`src/rtl/bram_stream_reader.sv`:
```
// ---------------------------------------------------------------------------
// bram_stream_reader
//
// Read-side engine for a simple dual-port block RAM. A one-cycle start
// command (base address + word count) makes the block walk the RAM read port
// over consecutive addresses, absorb the RAM's one-cycle registered-read
// latency in a 3-entry FIFO, and present the words on a valid/ready stream
// with full backpressure.
//
// Optional feature macro: BRAM_READER_LAST_EN
//   defined   -> m_last_o port exists, flags the final word of a command
//   undefined -> no m_last_o port, all other behaviour identical
//
// Ports
//   clk_i        in   sole clock, shared with the RAM read port
//   rst_i        in   synchronous active-high reset
//   start_i      in   command strobe, only looked at while idle
//   base_addr_i  in   first word address
//   len_i        in   word count, 0 .. 2**RAM_ADDR_BITS
//   busy_o       out  command in progress
//   done_o       out  one-cycle completion pulse
//   en_b_o       out  RAM read enable
//   addr_b_o     out  RAM read address (0 while idle)
//   data_b_i     in   RAM read data, valid the cycle after en_b_o
//   m_valid_o    out  stream word valid
//   m_data_o     out  stream word (0 when not valid)
//   m_ready_i    in   consumer ready
//   m_last_o     out  final word marker (BRAM_READER_LAST_EN only)
//
// state    | meaning
// ---------+-------------------------------------------------------------
// ST_IDLE  | waiting for start_i
// ST_READ  | RAM reads still to be issued
// ST_DRAIN | all reads issued, words still in flight or buffered
// ---------------------------------------------------------------------------
module bram_stream_reader #(
    parameter int RAM_WIDTH     = 8,
    parameter int RAM_ADDR_BITS = 10
) (
    input  logic                     clk_i,
    input  logic                     rst_i,
    input  logic                     start_i,
    input  logic [RAM_ADDR_BITS-1:0] base_addr_i,
    input  logic [RAM_ADDR_BITS:0]   len_i,
    output logic                     busy_o,
    output logic                     done_o,
    output logic                     en_b_o,
    output logic [RAM_ADDR_BITS-1:0] addr_b_o,
    input  logic [RAM_WIDTH-1:0]     data_b_i,
    output logic                     m_valid_o,
    output logic [RAM_WIDTH-1:0]     m_data_o,
    input  logic                     m_ready_i
`ifdef BRAM_READER_LAST_EN
    ,
    output logic                     m_last_o
`endif
);

    localparam int CNT_W = RAM_ADDR_BITS + 1;

    localparam logic [1:0] ST_IDLE  = 2'd0;
    localparam logic [1:0] ST_READ  = 2'd1;
    localparam logic [1:0] ST_DRAIN = 2'd2;

    logic [1:0]               state_q;
    logic [RAM_ADDR_BITS-1:0] rd_addr_q;
    logic [CNT_W-1:0]         rd_left_q;     // reads still to issue, counts down
    logic [CNT_W-1:0]         len_q;
    logic [CNT_W-1:0]         delivered_q;   // words handed to the consumer
    logic                     rd_pend_q;     // a RAM read is in flight
    logic                     done_q;

    logic [RAM_WIDTH-1:0]     fifo_mem [0:2];
    logic [1:0]               wr_ptr_q;
    logic [1:0]               rd_ptr_q;
    logic [1:0]               fifo_count_q;

    logic [2:0]               occupancy;
    logic                     issue;
    logic                     push;
    logic                     pop;
    logic                     last_word;
    logic                     final_pop;

    function automatic logic [1:0] ptr_inc(input logic [1:0] p);
        return (p == 2'd2) ? 2'd0 : p + 2'd1;
    endfunction

    // A read is only issued when its word is guaranteed a FIFO slot, counting
    // the read already in flight. This keeps the FIFO from overflowing even
    // with the consumer stalled, and still sustains one word per clock when
    // the consumer is always ready (count=1, pend=1 -> issue).
    assign occupancy = {1'b0, fifo_count_q} + {2'b00, rd_pend_q};
    assign issue     = (state_q == ST_READ) && (occupancy <= 3'd2);
    assign push      = rd_pend_q;
    assign m_valid_o = (fifo_count_q != 2'd0);
    assign pop       = m_valid_o && m_ready_i;
    assign last_word = ((delivered_q + CNT_W'(1)) == len_q);
    // The last word can only reach the FIFO head after its read was issued,
    // i.e. once the FSM is already in DRAIN.
    assign final_pop = pop && last_word && (state_q == ST_DRAIN);

    always_ff @(posedge clk_i) begin
        if (rst_i) begin
            state_q      <= ST_IDLE;
            rd_addr_q    <= '0;
            rd_left_q    <= '0;
            len_q        <= '0;
            delivered_q  <= '0;
            rd_pend_q    <= 1'b0;
            done_q       <= 1'b0;
            wr_ptr_q     <= 2'd0;
            rd_ptr_q     <= 2'd0;
            fifo_count_q <= 2'd0;
        end else begin
            rd_pend_q <= issue;
            done_q    <= 1'b0;

            if (pop) begin
                delivered_q <= delivered_q + CNT_W'(1);
            end

            case (state_q)
                ST_IDLE: begin
                    if (start_i) begin
                        if (len_i == '0) begin
                            done_q <= 1'b1;
                        end else begin
                            state_q     <= ST_READ;
                            rd_addr_q   <= base_addr_i;
                            rd_left_q   <= len_i;
                            len_q       <= len_i;
                            delivered_q <= '0;
                        end
                    end
                end
                ST_READ: begin
                    if (issue) begin
                        // Address wraps naturally at the top of the RAM.
                        rd_addr_q <= rd_addr_q + RAM_ADDR_BITS'(1);
                        rd_left_q <= rd_left_q - CNT_W'(1);
                        if (rd_left_q == CNT_W'(1)) begin
                            state_q <= ST_DRAIN;
                        end
                    end
                end
                ST_DRAIN: begin
                    if (final_pop) begin
                        state_q <= ST_IDLE;
                        done_q  <= 1'b1;
                    end
                end
                default: begin
                    state_q <= ST_IDLE;
                end
            endcase

            if (push) begin
                wr_ptr_q <= ptr_inc(wr_ptr_q);
            end
            if (pop) begin
                rd_ptr_q <= ptr_inc(rd_ptr_q);
            end
            case ({push, pop})
                2'b10:   fifo_count_q <= fifo_count_q + 2'd1;
                2'b01:   fifo_count_q <= fifo_count_q - 2'd1;
                default: fifo_count_q <= fifo_count_q;
            endcase
        end
    end

    // Storage needs no reset: the head is only visible while count != 0.
    always_ff @(posedge clk_i) begin
        if (push) begin
            fifo_mem[wr_ptr_q] <= data_b_i;
        end
    end

    assign busy_o   = (state_q != ST_IDLE);
    assign done_o   = done_q;
    assign en_b_o   = issue;
    assign addr_b_o = (state_q == ST_IDLE) ? '0 : rd_addr_q;
    assign m_data_o = m_valid_o ? fifo_mem[rd_ptr_q] : '0;

`ifdef BRAM_READER_LAST_EN
    assign m_last_o = m_valid_o && last_word && (state_q == ST_DRAIN);
`endif

endmodule

```
`config.mk`:
```
export PLATFORM = sky130hd
export DESIGN_NAME = bram_stream_reader
export DESIGN_NICKNAME = d
export VERILOG_FILES = /design/src/rtl/bram_stream_reader.sv
export SDC_FILE = /design/constraint.sdc
export NUM_CORES = 1
export LEC_CHECK = 0
export ABC_CLOCK_PERIOD_IN_PS = 2200
export BUFFER_PORTS_ARGS = -buffer_cell sky130_fd_sc_hd__buf_2
export CORE_ASPECT_RATIO = 0.9
export CORE_MARGIN = 2
export CORE_UTILIZATION = 57
export DETAILED_ROUTE_END_ITERATION = 10
export HOLD_SLACK_MARGIN = 0.03
export PLACE_DENSITY_LB_ADDON = 0.2
export SETUP_SLACK_MARGIN = 0.3
export SLEW_MARGIN = 20
export SYNTH_ARGS = -nofsm -noshare
export SYNTH_HDL_FRONTEND = slang
export SYNTH_SLANG_ARGS = --single-unit
export TNS_END_PERCENT = 30
```
`constraint.sdc`:
```
create_clock -name clk_i -period 2.2 [get_ports clk_i]
set_input_delay 0.22 -clock clk_i [delete_from_list [all_inputs] [get_ports clk_i]]
set_output_delay 0.22 -clock clk_i [all_outputs]
set_load 0.1 [all_outputs]
```
# Yosys cells after proc, flatten, opt, wreduce, memory -nomap -nowiden
# Memories as Yosys holds them, arrays and structs flattened. A register that Yosys moved wholly into a read port is not among the register bits.
# Index checks and enable logic that the tools add are counted.
[totals]
output_inout_bits = 22
reg_bits = 53
in_bits = 33
mem_bits_ro = 0
mem_bits_rw = 24
mem_count = 1
latchBits = 0
[op_classes]
bitwise = 1
n_shift = 0
n_div = 0
reduce_logical = 13
multipliers = 0
n_addsub = 8
n_mux = 31
order_cmp = 1
eq_ne = 13
[mem_list]
columns = ["name", "depth", "width", "rd", "rd_clocked_by_memory_dff", "write_ports", "line_no", "rtl"]
rows = [
  ["fifo_mem", 3, 8, 1, 1, 1, "73", "logic [RAM_WIDTH-1:0] fifo_mem [0:2];"],
]
[op_table]
columns = ["cell", "n"]
rows = [
  ["two-way mux 11 bit", 7],
  ["two-way mux 10 bit", 4],
  ["one-hot mux 11 bit (2 select lines)", 1],
  ["one-hot mux 10 bit (2 select lines)", 1],
  ["two-way mux 2 bit", 9],
  ["adder 11 x 1 -> 11 bit (second input constant)", 1],
  ["== test 11 x 1 -> 1 bit (second input constant)", 1],
  ["== test 11 bit", 1],
  ["zero test 11 bit", 1],
  ["subtractor 11 x 1 -> 11 bit (second input constant)", 1],
  ["adder 10 x 1 -> 10 bit (second input constant)", 1],
  ["== test 2 bit (second input constant)", 4],
  ["two-way mux 8 bit", 1],
  ["!= test 2 bit (second input constant)", 4],
  ["nonzero test 2 bit", 4],
  ["adder 2 x 1 -> 2 bit (second input constant)", 3],
  ["one-hot mux 2 bit (3 select lines)", 1],
  ["two-way mux 1 bit", 5],
  ["AND reduction 5 bit", 1],
  ["== test 2 x 1 -> 1 bit (second input constant)", 2],
  ["logical AND 1 bit", 4],
  ["one-hot mux 2 bit (2 select lines)", 1],
  ["AND reduction 4 bit", 1],
  ["adder 2 x 1 -> 3 bit", 1],
  ["7 further kinds", 7],
]

# Depth between registers and ports, before layout
[depth]
ltp_word = 6
mapped_depth = 10
mapped_depth_nobuf = 9

# Least setup slack after synthesis
# OpenSTA, ideal clock, no wires.
[synth_path]
path_kind = "reg2out"
start = "register with a tool-made name"
end = "output m_data_o[5]"
n_path_buf = 1
t_arrival_ns = 2.177
required_ns = 1.980
path_stages_with_launch = 6
slack_ns = -0.197
cell_sequence = "dfxtp_1 > clkbuf_1 > mux2i_1 > nor2_1 > a21oi_1 > nor2_1"
[synth_lines]
columns = ["element", "line_no", "rtl"]
rows = [
  ["end, declared", "51", "output logic [RAM_WIDTH-1:0] m_data_o,"],
]

# Final worst setup path
[layout_path]
start = "register rd_pend_q (netlist: push)"
end = "output en_b_o"
[layout_between]
elab_chain_len = 3
[layout_rtl]
columns = ["element", "line_no", "rtl"]
rows = [
  ["start, declared", "70", "logic rd_pend_q;"],
  ["start signal, assigned", "116", "rd_pend_q <= issue;"],
  ["adder 2 x 1 -> 3 bit", "93", "assign occupancy = {1'b0, fifo_count_q} + {2'b00, rd_pend_q};"],
  ["<= comparator 3 x 2 -> 1 bit", "94", "assign issue = (state_q == ST_READ) && (occupancy <= 3'd2);"],
  ["logical AND 1 bit", "94", ""],
  ["end, declared", "47", "output logic en_b_o,"],
]
# Every way passes these cells.

==> impl_results.md <==
* Worst Reg-to-Reg Cells at 10
* Worst R2R Start: push$_SDFF_PP0_
* CP max-delay cell: dfxtp_4
* Hold_buf cts at 0
* RSZ-0062 raised after global routing: yes
* Share of layout cells above drive strength 1 at 30.9%
* Final ANT Viol Nets at 0
* Die width at 91.8 um
* Int Power at 2.76 mW
* Grt ovf at 0
* Clock share of power at 24.4%
* Max Cap Viol at 0
* Mean routed wirelength per cell at 16.1 um
* Num ports at 55
* Commonest cells in the netlist: nor2_1 (79), dfxtp_1 (55), a21oi_1 (30), nand2_1 (29), edfxtp_1 (24)
* Post-synth top flop: dfxtp_1
* R2R Setup Slk at 200 ps
* Pwr/cell area at 938 nW/um^2
* Clock tree buffer depth at 2
* Synth Area in Simple Gates at 20.9%
* R2R Path End: rd_addr_q[8]$_SDFFE_PP0P_
* Most frequent cell after synthesis: nor2_1
* FMAX at 494 MHz
* Ys async rst share at 0%
* Tmin final at 2020 ps
* Synth unique cells at 60
* Top cells by area, synth: dfxtp_1 (28%), edfxtp_1 (18%), nor2_1 (7.5%), mux2i_1 (4.6%), a21oi_1 (3.8%)
* DRC at 0
* H-Tree Depth at 3
* Clock sinks at 79
* Nets at 550
* Routed WL at 9700 um
* Xor-xnor portion of the synthesized cell area at 4.43%
* CP cell instances: ha_4, inv_4, ha_4, nor3b_4, o21ai_2, buf_6, inv_4, buf_12
* Hold Path Sink: fifo_mem[1][5]$_DFFE_PP_
* DR pass1 iterations at 5
* CP top delay family: buffers and inverters
* # diodes at 0
* Vias in the first global route at 3286
* Total number of vias at 3533
* Register area share after synthesis at 46.0%
* Final instance area at 5000 um^2
* CP Launch Type: register
* Die ar. at 7630 um^2
* Hold Crit Depth at 1
* Root buffer cell: clkbuf_8
* Worst hold path class: in2reg
* # setup viols final at 0
* Layout Cells excl Fill at 604
* Drt initial violations at 234
* Actual slew at the worst max-slew pin at 860 ps
* Compound-Gate Fraction of Synth Area at 17.2%
* Dpl hpwl at 6180 um
* Initial core utilization at 59.5%
* CP Data Arrival Time at 1800 ps
* Post-synthesis net count at 480
* Area delta synth->final at 26.3%
* Leading area contributor after synthesis: dfxtp_1
* CTS Buf Count at 9
* Main combinational cell family by area after synthesis: simple AND/OR/NAND/NOR gates
* Buf/Inv on CP at 4
* Skew final at 8.53 ps
* Number of synthesized flops with an enable pin at 24
* Max Slew Vio Count at 0
* Gp weighted congestion at 0.890
* Ys Warns at 0
* GR Util All Layers at 24.7%
* Die height at 83.1 um
* Net Switching at 1.92 mW
* Dpl cell area at 4450 um^2
* Adder-cell area share of the yosys netlist at 2.53%
* First-pass GRT wire length at 15300 um
* Crit share post-route at 92.0%
* Share of total power in combinational logic at 38.4%
* Outcome: completed
* Critical Path RT at 1980 ps
* Multiplexer area fraction after synthesis at 4.84%
* Mapped Area at 3960 um^2
* Sw Share at 41.0%
* Core Region at 6660 um^2
* Cell row count at 28
* Slowest Stage Delay on Critical Path at 360 ps
* Largest net degree at the start of global routing at 43
* CTS tree: yes
* Placed cell count at 577
* Synth top area share at 27.8%
* Final hold violations at 0
* Share of power burned in registers at 37.2%
* CP Capture Type: output pin
* Hold Crit Start: data_b_i[5]
* Critical path peak fanout at 2
* Avg Inst Size Synth at 9.01 um^2
* Drt via density at 5.85
* VDD IR max at 0.516 mV
* Setup TNS at 0 ps
* Setup CP Type: reg2out
* Clk_lat worst skew at 360 ps
* IO Port Bufs at 54
* Post-synthesis register bit count at 79
* Initial antenna violation count at 0
* Worst slew margin at 42.5%
* Post-synthesis cell count at 439
* Leak at 1.96 nW
* Worst-path clk slew at 90 ps
[area by class of cell]
type                    instances  area [um^2]
multi-input cells             324         2170
flip-flops and latches         79         1840
fillers                       466         1660
repair buffers                 82          604
clock buffers                   9          124
well taps                      90          113
clock inverters                 7         86.3
inverters                      12         53.8
repair inverters                1         7.51
[cells in the final DEF (no fill, tap or decap), drive strengths merged, types with 12 or more instances in the layout]
master / netlist / layout
a21oi: 31 / 31
inv: 12 / 16
and2: 12 / 12
dfxtp: 55 / 55
nand3: 13 / 13
o21ai: 23 / 23
mux2i: 18 / 18
buf: 8 / 80
edfxtp: 24 / 24
nor2: 79 / 79
nand2: 29 / 29
[registers in the layout (all words and copies together), names as in the netlist, named ones only]
register and cells:
state_q 2, fifo_mem 24, fifo_count_q 2, done_o 1
rd_left_q 11, wr_ptr_q 2, rd_ptr_q 2, push 1
rd_addr_q 10, delivered_q 11, len_q 11
[metal layers]
layer / vias up / GRT usage, % / share of wire [%]
met3: 25 / 5.72 / 6.4
met5: - / 0 / 0
met1: 1661 / 33.7 / 43
met4: 0 / 9.63 / 2.6
li1: 1710 / - / -
met2: 137 / 38.2 / 48
[power groups by stage]
stage                     sequential (mW)  clock, mW  combinational (mW)
after floorplan                      1.72          0                1.27
after global placement               1.75          0                1.56
after detailed placement             1.76          0                1.59
after CTS                            1.73       1.15                1.69
after global routing                 1.76       1.23                1.91
final                                1.74       1.14                1.80
[worst max path at each step]
| stage | slack, ps | cells past startpoint | from | endpoint |
|---|---|---|---|---|
| final | 180 | 8 | push$_SDFF_PP0_ | en_b_o |
| after global routing | 80 | 11 | push$_SDFF_PP0_ | rd_addr_q[3]$_SDFFE_PP0P_ |
| after CTS | 170 | 10 | push$_SDFF_PP0_ | rd_addr_q[7]$_SDFFE_PP0P_ |
| after detailed placement | 40 | 10 | push$_SDFF_PP0_ | rd_addr_q[7]$_SDFFE_PP0P_ |
| after global placement | 120 | 10 | push$_SDFF_PP0_ | rd_addr_q[7]$_SDFFE_PP0P_ |
| after floorplan | 110 | 10 | fifo_count_q[0]$_SDFFE_PP0P_ | rd_left_q[6]$_SDFFE_PP0P_ |
[through the flow]
stage | hold WS, ps | power [mW] | setup slack, ps | util, %
after floorplan | 319 | 2.99 | 113 | -
after global placement | 420 | 3.31 | 115 | 66.9
after detailed placement | 425 | 3.34 | 44.1 | 66.9
after CTS | 48.8 | 4.58 | 172 | 72.1
after global routing | 43.0 | 4.89 | 84.4 | 75.1
final | 56.5 | 4.69 | 176 | 75.1
[kinds of logic after synthesis]
group / Yosys count
buffers and inverters: 36
and+or+nand+nor: 175
muxes: 19
DFF: 79
AOI/OAI and AO/OA: 102
xor gates and xnor gates: 20
adders and majority gates: 8
[what timing repair did]
item                       4_1_cts  5_1_grt
setup endpoints to repair       42       52
setup buffers                    4        3
resized for setup               21       38
gates cloned                     1        3
pin swaps                        4       19
(Power assumes the default switching activity.)
